--- src/rtl/ysyx_22041211_pkg.sv ---
// Shared constants, state encoding and helpers for the instruction fetch unit.
package ysyx_22041211_pkg;

  localparam int unsigned ADDR_W = 32;
  localparam int unsigned DATA_W = 32;

  localparam logic [ADDR_W-1:0] RESET_PC  = 32'h8000_0000;
  localparam logic [1:0]        RESP_OKAY = 2'b00;

  typedef enum logic [2:0] {
    ST_REQ  = 3'd0,
    ST_WAIT = 3'd1,
    ST_HOLD = 3'd2,
    ST_EXEC = 3'd3,
    ST_ERR  = 3'd4
  } ifu_state_t;

  // True when a read response carries no error.
  function automatic logic resp_ok(input logic [1:0] resp);
    return resp == RESP_OKAY;
  endfunction

endpackage

--- src/rtl/ysyx_22041211_ifu_if.sv ---
// Instruction memory read bus: address channel plus read-data channel.
interface ysyx_22041211_ifu_if #(
  parameter int unsigned ADDR_LEN = 32,
  parameter int unsigned DATA_LEN = 32
);

  logic [ADDR_LEN-1:0] araddr;
  logic                arvalid;
  logic                arready;
  logic [DATA_LEN-1:0] rdata;
  logic [1:0]          rresp;
  logic                rvalid;
  logic                rready;

  modport master (
    output araddr, arvalid, rready,
    input  arready, rdata, rresp, rvalid
  );

  modport slave (
    input  araddr, arvalid, rready,
    output arready, rdata, rresp, rvalid
  );

endinterface

--- src/rtl/ysyx_22041211_Reg.sv ---
// Generic register with synchronous active-high reset and write enable.
module ysyx_22041211_Reg #(
  parameter int unsigned           WIDTH     = 1,
  parameter logic [WIDTH-1:0]      RESET_VAL = '0
) (
  input  logic             clk,
  input  logic             rst,
  input  logic [WIDTH-1:0] din,
  input  logic             wen,
  output logic [WIDTH-1:0] dout
);

  // Reset wins over write.
  always_ff @(posedge clk) begin
    if (rst)      dout <= RESET_VAL;
    else if (wen) dout <= din;
  end

endmodule

--- src/rtl/ysyx_22041211_ifu.sv ---
// Single-outstanding instruction fetch unit: request, wait for data, hand the
// instruction downstream, then wait for execution to supply the next pc.
module ysyx_22041211_ifu #(
  parameter int unsigned         ADDR_LEN = 32,
  parameter int unsigned         DATA_LEN = 32,
  parameter logic [ADDR_LEN-1:0] RESET_PC = ADDR_LEN'(ysyx_22041211_pkg::RESET_PC)
) (
  input  logic                clk,
  input  logic                rst,
  ysyx_22041211_ifu_if.master bus,
  output logic [DATA_LEN-1:0] inst,
  output logic [ADDR_LEN-1:0] inst_pc,
  output logic                inst_valid,
  input  logic                inst_ready,
  input  logic                exu_done,
  input  logic [ADDR_LEN-1:0] next_pc,
  output logic                fetch_err,
  output logic [31:0]         fetch_cnt
);

  import ysyx_22041211_pkg::*;

  ifu_state_t          state;
  logic                arvalid_q;
  logic                rready_q;
  logic                inst_valid_q;
  logic [DATA_LEN-1:0] inst_q;
  logic [31:0]         fetch_cnt_q;
  logic                fetch_err_q;
  logic [ADDR_LEN-1:0] pc;
  logic                pc_we;
  logic                target_aligned;

  assign target_aligned = (next_pc[1:0] == 2'b00);
  assign pc_we          = (state == ST_EXEC) && exu_done && target_aligned;

  // Program counter; only a completed, aligned instruction moves it.
  ysyx_22041211_Reg #(
    .WIDTH     (ADDR_LEN),
    .RESET_VAL (RESET_PC)
  ) u_pc (
    .clk  (clk),
    .rst  (rst),
    .din  (next_pc),
    .wen  (pc_we),
    .dout (pc)
  );

  // Fetch FSM; every handshake output is a flop so no input reaches them combinationally.
  always_ff @(posedge clk) begin
    if (rst) begin
      state        <= ST_REQ;
      arvalid_q    <= 1'b0;
      rready_q     <= 1'b0;
      inst_valid_q <= 1'b0;
      inst_q       <= '0;
      fetch_cnt_q  <= '0;
      fetch_err_q  <= 1'b0;
    end else begin
      case (state)
        ST_REQ: begin
          if (arvalid_q && bus.arready) begin
            arvalid_q <= 1'b0;
            rready_q  <= 1'b1;
            state     <= ST_WAIT;
          end else begin
            arvalid_q <= 1'b1;
          end
        end
        ST_WAIT: begin
          if (bus.rvalid) begin
            rready_q <= 1'b0;
            if (resp_ok(bus.rresp)) begin
              inst_q       <= bus.rdata;
              inst_valid_q <= 1'b1;
              state        <= ST_HOLD;
            end else begin
              fetch_err_q <= 1'b1;
              state       <= ST_ERR;
            end
          end
        end
        ST_HOLD: begin
          if (inst_ready) begin
            inst_valid_q <= 1'b0;
            fetch_cnt_q  <= fetch_cnt_q + 32'd1;
            state        <= ST_EXEC;
          end
        end
        ST_EXEC: begin
          if (exu_done) begin
            if (target_aligned) begin
              arvalid_q <= 1'b1;
              state     <= ST_REQ;
            end else begin
              fetch_err_q <= 1'b1;
              state       <= ST_ERR;
            end
          end
        end
        ST_ERR: begin
          arvalid_q    <= 1'b0;
          rready_q     <= 1'b0;
          inst_valid_q <= 1'b0;
          fetch_err_q  <= 1'b1;
        end
        default: begin
          arvalid_q    <= 1'b0;
          rready_q     <= 1'b0;
          inst_valid_q <= 1'b0;
          fetch_err_q  <= 1'b1;
          state        <= ST_ERR;
        end
      endcase
    end
  end

  assign bus.araddr  = pc;
  assign bus.arvalid = arvalid_q;
  assign bus.rready  = rready_q;
  assign inst        = inst_q;
  assign inst_pc     = pc;
  assign inst_valid  = inst_valid_q;
  assign fetch_err   = fetch_err_q;
  assign fetch_cnt   = fetch_cnt_q;

endmodule

--- src/flat_wrapper.sv ---
// flat-port wrapper written by rule: the top's interface ports become plain ports
module ysyx_22041211_ifu_flat import ysyx_22041211_pkg::*;
#(
  parameter int unsigned         ADDR_LEN = 32,
  parameter int unsigned         DATA_LEN = 32,
  parameter logic [ADDR_LEN-1:0] RESET_PC = ADDR_LEN'(ysyx_22041211_pkg::RESET_PC)
)
  (clk, rst, inst, inst_pc, inst_valid, inst_ready, exu_done, next_pc, fetch_err, fetch_cnt, bus_araddr, bus_arvalid, bus_rready, bus_arready, bus_rdata, bus_rresp, bus_rvalid);
  ysyx_22041211_ifu_if #(.ADDR_LEN(ADDR_LEN), .DATA_LEN(DATA_LEN)) bus_i ();
  input  logic clk;
  input  logic rst;
  output logic [DATA_LEN-1:0] inst;
  output logic [ADDR_LEN-1:0] inst_pc;
  output logic inst_valid;
  input  logic inst_ready;
  input  logic exu_done;
  input  logic [ADDR_LEN-1:0] next_pc;
  output logic fetch_err;
  output logic [31:0] fetch_cnt;
  output wire logic [$bits(bus_i.araddr)-1:0] bus_araddr;
  output wire logic [$bits(bus_i.arvalid)-1:0] bus_arvalid;
  output wire logic [$bits(bus_i.rready)-1:0] bus_rready;
  input wire logic [$bits(bus_i.arready)-1:0] bus_arready;
  input wire logic [$bits(bus_i.rdata)-1:0] bus_rdata;
  input wire logic [$bits(bus_i.rresp)-1:0] bus_rresp;
  input wire logic [$bits(bus_i.rvalid)-1:0] bus_rvalid;
  assign bus_araddr = bus_i.araddr;
  assign bus_arvalid = bus_i.arvalid;
  assign bus_rready = bus_i.rready;
  assign bus_i.arready = bus_arready;
  assign bus_i.rdata = bus_rdata;
  assign bus_i.rresp = bus_rresp;
  assign bus_i.rvalid = bus_rvalid;
  ysyx_22041211_ifu #(.ADDR_LEN(ADDR_LEN), .DATA_LEN(DATA_LEN), .RESET_PC(RESET_PC)) u_core (.clk(clk), .rst(rst), .bus(bus_i), .inst(inst), .inst_pc(inst_pc), .inst_valid(inst_valid), .inst_ready(inst_ready), .exu_done(exu_done), .next_pc(next_pc), .fetch_err(fetch_err), .fetch_cnt(fetch_cnt));
endmodule
--- config.mk ---
export PLATFORM = sky130hd
export DESIGN_NAME = ysyx_22041211_ifu_flat
export DESIGN_NICKNAME = d
export VERILOG_FILES = /design/src/rtl/ysyx_22041211_pkg.sv /design/src/rtl/ysyx_22041211_ifu_if.sv /design/src/rtl/ysyx_22041211_Reg.sv /design/src/rtl/ysyx_22041211_ifu.sv /design/src/flat_wrapper.sv
export SDC_FILE = /design/constraint.sdc
export NUM_CORES = 1
export LEC_CHECK = 0
export CORE_MARGIN = 2
export CORE_UTILIZATION = 40
export CTS_CLUSTER_DIAMETER = 50
export DETAILED_ROUTE_END_ITERATION = 8
export PLACE_DENSITY = 0.79
export SLEW_MARGIN = 15
export SYNTH_ARGS = -nofsm -noshare
export SYNTH_HDL_FRONTEND = slang
export SYNTH_SLANG_ARGS = --single-unit
--- constraint.sdc ---
create_clock -name clk -period 3.6 [get_ports clk]
set_clock_uncertainty 0.1 [all_clocks]
set_input_delay 0.72 -clock clk [delete_from_list [all_inputs] [get_ports clk]]
set_output_delay 0.72 -clock clk [all_outputs]
set_load 0.01 [all_outputs]
==> out/summary.md, run 1 <==
The run finished with clean final reports. The run gives 0 as the final number of hold-violating endpoints. Across all register-to-register paths, the minimum setup slack is 1.23 ns. Global-route wire length before repair: 18.3 mm. The run gives 4 as the number of optimization iterations in the first detailed-route pass. The setup TNS after final layout came out at 0 ns.

In this run, post-CTS hold repair placed 0 buffers. For this run, the top clock speed supported by timing is 376 MHz. The endpoint class of the critical path was a flip-flop. The gate count of the mapped netlist is 530. The root cell of the clock tree is clkbuf_8. The synthesized netlist devotes 2.04% of its cell area to XOR and XNOR gates.

The placed wire-length estimate was 8.71 mm; the TritonCTS sink count was 103. The final RePlAce weighted congestion was 0.836; the depth of the worst register-to-register path was 4. Of the post-synthesis cell area, the part taken by muxes is 0.262%.

The run gives 7.0% as the part of the total power dissipated in combinational logic. The worst register-to-register path ends at u_core.fetch_cnt[22]. The tools report the number of setup buffers added after CTS as 0.

Sequential cells burn 57.8% of the power. The H-tree generated during clock tree synthesis spans 3 levels. The core area came out at 0.0104 mm².

Sorting the synthesized cells by area gives the leading types as dfxtp_1 48%, nand2_1 12%, a21oi_1 10%, buf_4 5.6%, clkbuf_1 2.5%. In this run the deepest clock path goes through 2 buffers. The netlist uses 36 different library cells. The floorplan step set the die width to 108 µm.

In the routed design, unresolved DRC markers number 0. Across the VDD grid, the largest voltage drop is 0.000179 V. The initialized floorplan defines 37 standard-cell rows. The worst flop-to-flop path startpoint was u_core.state[1].

The endpoint required time on the critical path was 3.78 ns; the final critical-path required period was 2.66 ns. The synthesized design contains 0 enable-type register cells. Summing all flip-flop and latch instances after layout gives 0.00206 mm².

The worst hold path begins at u_core.inst[2]. The final routed wire length divided by cell count was 14.3 µm; the end-of-flow core utilization was 61.1%. For this run, the number of Yosys warnings is 0. The top flip-flop cell by instance count after synthesis is dfxtp_1. STA classifies the critical path startpoint as an input pin. The worst hold path was traced through 2 stages. The remaining antenna violation count after routing came out at 0.

The type of the tightest min-delay check is flip-flop to flip-flop. The internal portion of the total power is 0.00157 W. By area, the combinational part of the netlist is dominated by simple AND/OR/NAND/NOR gates. For this design the ratio of total power to cell area is 315 mW/mm².

The die covers 0.0116 mm². The final wirelength came out at 11.7 mm. The number of global-route vias before repair is 3923, and the height of the chip is 108 µm.

After synthesis, the mean cell area works out to 8.11 µm². The logs give 755 for the post-layout net count and 0 for the post-cts repair resize count. Setup repair after global routing left no endpoint under its margin. Post-synthesis adder-cell area fraction: 0.291%.

The fraction of layout cells with a size suffix above 1 is 3.65%, and the worst-skew pair later-pin latency is 0.35 ns. Largest delay contributor family on the critical path: simple AND/OR/NAND/NOR gates. In the routed layout, each cell is associated on average with a via count of 5.08. For the proportion of power drawn by the clock network, the log shows 35.1%. The synthesized design spends more area on one cell type than any other, namely dfxtp_1.

The share of synthesized area in the top cell type comes to 48.0%. The pin count of the biggest net entering global routing is 84. TritonCTS built the clock tree.

The run gives 33.3% as the max-slew headroom at the worst pin. Among all cell types in the netlist, the one instantiated most often is nand2_1. The critical path is of the input pin to flip-flop type. For this design, the slowest cell found on the critical path is or4_1.

Sequential elements use 48.0% of the synthesized area. The run gives 4172 as the number of vias after detailed routing. Relative to the synthesized area, the layout overhead comes to 47.3%. Setup violations remaining at the end of the flow were counted as 0. The logs give 0.00430 mm² for the cell area after synthesis and 0 for the final-report max-slew violation count. The antenna diode count was 0. Clock-pin slew was measured on the worst setup and hold paths at 0.09 ns. The number of nets in the synthesized netlist is 603.

The switching share of power came out at 21.6%. The leakage power is 2.01 nW. Along the worst path, the maximum fanout reaches 13. The leftover overflow at the end of global routing came out at 0.

The share of the synthesized area in compound gates (AO/OA/AOI/OAI) is 14.4%. The share of synthesized registers carrying an async set or reset is 0%, and the total track usage is 19.4%. Summing the areas of all and, or, nand and nor instances in the mapped netlist gives 25.4% of the synthesized area. The number of antenna violations at the first check in global routing is 0, and the number of buffers created by CTS is 9. The tools report the number of DRC markers in iteration 0 as 189. The starting density of the core was 41.4%; the actual slew at the worst max-slew pin was 1.00 ns. In this design, the stage delay of the slowest critical-path cell is 0.61 ns. After layout, the worst path uses 73.9% of the clock period. Fill cells in the final layout number 938. After synthesis the netlist holds a flip-flop and latch count of 103. The worst path buffer plus inverter count is 1. The signal on the critical path passes through clkdlybuf4s50_1 -> and4bb_2 -> nand4_1 -> or4_1 -> a21oi_1. Number of max-cap violations: 0. The count of boundary I/O pins is 204, and the switching power total is 0.000431 W. Endpoint of the worst hold-timing path: u_core.inst[2].

The area occupied by multi-input gates is 0.00183 mm², and the number of port buffers is 203. For the worst setup path, the data arrival time is 2.84 ns. Counting instances in the post-synthesis netlist gives the leading cell types as 141 x nand2_1, 103 x dfxtp_1, 86 x a21oi_1.
-- placed cells by master, fill, tap and decap left out, types with 2 or more instances in the layout --
cell / n
nand2b_1: 3
nor3b_1: 2
nand3_1: 10
dfxtp_1: 103
or4_4: 2
nand2_1: 141
a21oi_1: 86
or3_1: 8
buf_4: 5
nor3_1: 2
nand4_1: 9
clkbuf_8: 10
a211oi_1: 2
clkdlybuf4s50_1: 202
clkinv_2: 2
and4_1: 5
nor2b_1: 4
xnor2_1: 6
or4_1: 13
nor2_1: 15
o31ai_1: 13
nor4_1: 4
inv_1: 7
a31oi_1: 2
o21ai_0: 11
xor2_1: 4
nand3b_1: 2
-- logic make-up (layout without fill, tap and decap cells) --
family	count (synthesis)	in the layout
AOI/OAI and AO/OA	115	115
muxes	1	1
DFF	103	103
xor gates and xnor gates	10	10
buffers and inverters	73	228
and+or+nand+nor	227	227
adders and majority gates	1	1
-- worst max path at each step --
stage / from / to / slack, ns / cells past startpoint
floorplan: inst_ready / u_core.fetch_cnt[31] / 1.33 / 5
global placement: inst_ready / u_core.fetch_cnt[22] / 0.68 / 5
detailed placement: inst_ready / u_core.fetch_cnt[22] / 0.59 / 5
CTS: inst_ready / u_core.fetch_cnt[22] / 0.96 / 5
global route: inst_ready / u_core.fetch_cnt[22] / 0.87 / 5
finish: inst_ready / u_core.fetch_cnt[22] / 0.94 / 5
-- flip-flops by register name, indices dropped and copies added (netlist names) --
signal,cells
u_core.bus.rready,1
u_core.fetch_cnt,32
u_core.state,3
u_core.fetch_err,1
u_core.u_pc.dout,32
u_core.inst_valid,1
u_core.inst,32
u_core.bus.arvalid,1
-- per-stage QoR --
stage / setup WS (ns) / std cells / area, µm² / power [W] / hold WS, ns
after floorplan: 1.33 / 530 / 4300 / 0.00122 / 0.370
after global placement: 0.677 / 807 / 6150 / 0.00132 / 0.336
after detailed placement: 0.589 / 807 / 6150 / 0.00132 / 0.349
after CTS: 0.956 / 821 / 6330 / 0.00202 / 0.361
after global routing: 0.871 / 821 / 6330 / 0.00208 / 0.376
final: 0.939 / 821 / 6330 / 0.00200 / 0.359
-- layout make-up --
cell class              instances  area share, %
flip-flops and latches        103           32.6
repair buffers                207           32.5
multi-input cells             354           28.9
well taps                     136           2.69
clock buffers                  10           2.17
clock inverters                 4          0.751
inverters                       7          0.415
-- routing by layer --
metal	global-route usage (%)	wire length, µm	vias up
li1	-	-	2072
met1	22.9	4750	1935
met2	34.4	5930	152
met3	4.84	911	13
met4	6.23	136	0
met5	0	0	-
-- worst min-delay path: cells and delay by family, from the launching register on --
kind / cells / cell delay (ns)
AO/OA/AOI/OAI: 1 / 0.05
flip-flops: 1 / 0.32
AND/OR/NAND/NOR: 1 / 0.05
-- power by group through the flow --
stage / sequential [W] / combinational, W / clock [W]
6_report: 0.00116 / 0.000140 / 0.000702
5_1_grt: 0.00116 / 0.000152 / 0.000771
4_1_cts: 0.00116 / 0.000142 / 0.000728
3_5_place_dp: 0.00118 / 0.000141 / 0
3_3_place_gp: 0.00118 / 0.000139 / 0
2_1_floorplan: 0.00118 / 0.0000390 / 0
Note: power is estimated with default switching activity, not from simulation.
==> inputs of run 2 (changes only) <==
--- a/config.mk
+++ b/config.mk
@@ -6,10 +6,10 @@
 export NUM_CORES = 1
 export LEC_CHECK = 0
 export CORE_MARGIN = 2
-export CORE_UTILIZATION = 40
+export CORE_UTILIZATION = 37
 export CTS_CLUSTER_DIAMETER = 50
 export DETAILED_ROUTE_END_ITERATION = 8
-export PLACE_DENSITY = 0.79
+export PLACE_DENSITY = 0.77
 export SLEW_MARGIN = 15
 export SYNTH_ARGS = -nofsm -noshare
 export SYNTH_HDL_FRONTEND = slang
==> constraint.sdc (replaced) <==
create_clock -name clk -period 2.15 [get_ports clk]
set_clock_uncertainty 0.1 [all_clocks]
set_input_delay 0.43 -clock clk [delete_from_list [all_inputs] [get_ports clk]]
set_output_delay 0.43 -clock clk [all_outputs]
set_load 0.01 [all_outputs]
==> run 2 against run 1 <==
Net effect:
- global-route usage shrank 0.57 points
- register-to-register slack worse by 1.2 ns
- first-iteration DRC count fell by 12%
- cell count is 4.9% higher
- clock power up 140%
- die area is 7.8% higher
- wire length is 2.5% higher
- cell area grew 6.8%
- critical path type is now flip-flop to flip-flop
==> out/summary.md, run 2 (synthesis gave the netlist of run 1 again) <==
The run finished with clean final reports. The height of the chip works out to 112 µm (was 108 µm). The largest stage delay on the critical path works out to 0.66 ns (was 0.61 ns).

The number of placement rows is 39 (was 37), and the top fanout value on the critical path is 15 (was 13). The placed wire-length estimate was 8.88 mm (was 8.71 mm); the instance area after placement was 0.00643 mm² (was 0.00615 mm²). The number of port buffers came out at 203 (unchanged). The tools report the setup-violating endpoint count in the final report as 0 (unchanged).

Commonest non-fill, non-tap cell in the layout: clkdlybuf4s50_1 (unchanged). The worst path in the final design needs a cycle of 2.08 ns, including I/O delays and setup. The critical path class was flip-flop to flip-flop (was input pin to flip-flop). The tools report the root cell of the clock tree as clkbuf_16 (was clkbuf_8).

Die outline width: 112 µm (was 108 µm). The pin count of the biggest net entering global routing came out at 56 (was 84). The run gives 0 (unchanged) as the number of antenna violations at the first check in global routing. Timing would allow up to 482 MHz.

The number of global-route vias before repair was 4176 (was 3923). The number of max-cap violations came out at 0 (unchanged). The detailed-route DRC error count was 0 (unchanged); the fraction of the cycle the final worst path needs was 96.6%. The final routed wire length divided by cell count was 14.0 µm (was 14.3 µm). TritonCTS built the clock tree. Top library cells by usage in the layout, fill and taps aside: 201 x clkdlybuf4s50_1, 141 x nand2_1, 103 x dfxtp_1 (was 202 x clkdlybuf4s50_1, 141 x nand2_1, 103 x dfxtp_1). The depth of the worst register-to-register path came out at 4 (unchanged). Endpoint class of the critical path: a flip-flop (unchanged).

Standard cell with the maximum stage delay on the critical path: or4_4 (was or4_1). The type of the tightest min-delay check is input pin to flip-flop (was flip-flop to flip-flop). The run gives 2.25 nW (was 2.01 nW) as the leakage power.

The tools report the layout filler cell count as 1013 (was 938). The power per cell area was 569 mW/mm² (was 315 mW/mm²); the global-route wire length before repair was 19.6 mm (was 18.3 mm). The core area is 0.0114 mm² (was 0.0104 mm²).

The endpoint required time on the critical path was 2.32 ns (was 3.78 ns); the worst-skew pair later-pin latency was 0.34 ns (was 0.35 ns). The endpoint of the worst-slack reg-to-reg timing path was u_core.fetch_cnt[27] (was u_core.fetch_cnt[22]). The logs give 0.07 ns (was 1.23 ns) for the flop-to-flop setup slack and 3 (unchanged) for the H-tree depth reported by CTS. The run gives 12.0 mm (was 11.7 mm) as the final wirelength. The worst path buffer plus inverter count is 0 (was 1). The leftover overflow at the end of global routing was 0 (unchanged); the antenna diode count was 0 (unchanged). Final design instance area without fill: 0.00676 mm² (was 0.00633 mm²). The tools report the endpoint of the worst hold-timing path as u_core.fetch_cnt[28] (was u_core.inst[2]). The tools report the number of DRC markers in iteration 0 as 167 (was 189). Critical path, cell by cell: nand4_2 -> or4_4 -> or4_1 -> a21oi_1 (was clkdlybuf4s50_1 -> and4bb_2 -> nand4_1 -> or4_1 -> a21oi_1). The final-report max-slew violation count came out at 0 (unchanged). The post-layout net count came out at 786 (was 755).

The register clock-pin slew on the reported worst setup and hold paths is 0.07 ns (was 0.09 ns). Setup repair after global routing left no endpoint under its margin. The logs give 0.000405 V (was 0.000179 V) for the worst vdd rail ir drop and 18.9% (was 19.4%) for the total track usage. The final RePlAce weighted congestion came out at 0.806 (was 0.836). The starting density of the core came out at 37.8% (was 41.4%). The number of buffers created by CTS was 9 (unchanged). The tools report the startpoint of the tightest hold check path as rst (was u_core.inst[2]). Fraction of layout cells with a size suffix above 1: 8.50% (was 3.65%). The final number of hold-violating endpoints is 0 (unchanged), and the arrival time at the worst endpoint is 2.24 ns (was 2.84 ns). The quantity of hold-fixing buffers added after cts is 0 (unchanged), and the number of optimization iterations in the first detailed-route pass is 4 (unchanged). The number of vias after detailed routing was 4331 (was 4172); the via density per instance was 5.03 (was 5.08). The category of the worst setup path launch point was a flip-flop (was an input pin). The logs give 59.5% (was 61.1%) for the end-of-flow core utilization and 103 (unchanged) for the TritonCTS sink count. The worst flop-to-flop path startpoint is u_core.fetch_cnt[13] (was u_core.state[1]). The tools report the maximum root-to-sink buffer count as 2 (unchanged). Count of boundary I/O pins: 204 (unchanged). The hold-critical path depth is 2 (unchanged), and the actual slew at the worst max-slew pin is 0.413 ns (was 1.00 ns).

The area added between synthesis and finish is 57.4% (was 47.3%). Largest delay contributor family on the critical path: simple AND/OR/NAND/NOR gates (unchanged). The overall die area was 0.0125 mm² (was 0.0116 mm²). The logs give 0 (unchanged) for the remaining antenna violation count after routing and 72.4% (was 33.3%) for the max-slew headroom at the worst pin.
-- run 2: cell types whose count changed in the layout (fill, tap and decap cells not counted), sizes merged --
cell / previous run / this run
buf: 5 / 36
clkbuf: 10 / 11
clkdlybuf4s50: 202 / 201
clkinv: 2 / 3
dlymetal6s2s: 0 / 1
-- run 2: per-stage QoR --
stage | cells | hold slack (ns) | total power, W | worst slack (ns) | setup TNS, ns
floorplan | 530 | 0.370 | 0.00204 | 0.0634 | 0
global placement | 844 | 0.335 | 0.00223 | -0.384 | -5.23
detailed placement | 844 | 0.342 | 0.00223 | -0.421 | -6.22
CTS | 861 | 0.290 | 0.00389 | 0.0507 | 0
global route | 861 | 0.307 | 0.00397 | 0.00219 | 0
finish | 861 | 0.301 | 0.00385 | 0.0733 | 0
-- run 2: final cells by class --
class	instances	area [µm²]	share of cell area (%)
Timing Repair Buffer	238	2340	34.7
Multi-Input combinational cell	354	1840	27.2
Inverter	7	26.3	0.388
Sequential cell	103	2060	30.5
Clock inverter	5	56.3	0.832
Tap cell	143	179	2.65
Clock buffer	11	253	3.74
-- run 2: metal layers --
layer,up-vias,global-route usage (%),wire length [µm]
met5,-,0,0
met4,0,7.41,250
met3,21,6.21,1070
met2,156,33.6,6070
met1,2016,20.7,4650
li1,2138,-,-
-- run 2: what timing repair did --
item	CTS	global route
setup endpoints to repair	9	6
resized for setup	0	4
buffers inserted	1	0
endpoints found under the hold margin	0	0
pin swaps	2	2
-- run 2: worst max-delay path by stage --
stage               depth (start not counted)            startpoint                    to
floorplan                                   5  u_core.fetch_cnt[11]  u_core.fetch_cnt[31]
global placement                            5            inst_ready  u_core.fetch_cnt[31]
detailed placement                          5            inst_ready  u_core.fetch_cnt[31]
CTS                                         7            inst_ready  u_core.fetch_cnt[28]
global route                                6   u_core.fetch_cnt[0]  u_core.fetch_cnt[28]
finish                                      4  u_core.fetch_cnt[13]  u_core.fetch_cnt[27]
-- run 2: power breakdown --
part           internal [W]  total (W)  switching [W]
sequential          0.00192    0.00193     0.00000754
clock              0.000964    0.00166       0.000698
combinational      0.000162   0.000257      0.0000957
==> inputs of run 3 (changes only) <==
--- a/config.mk
+++ b/config.mk
@@ -9,6 +9,7 @@
 export CORE_UTILIZATION = 37
 export CTS_CLUSTER_DIAMETER = 50
 export DETAILED_ROUTE_END_ITERATION = 8
+export GPL_TIMING_DRIVEN = 1
 export PLACE_DENSITY = 0.77
 export SLEW_MARGIN = 15
 export SYNTH_ARGS = -nofsm -noshare
==> results of run 3 <==
Final layout, timing and power as in run 2 (identical DEF).
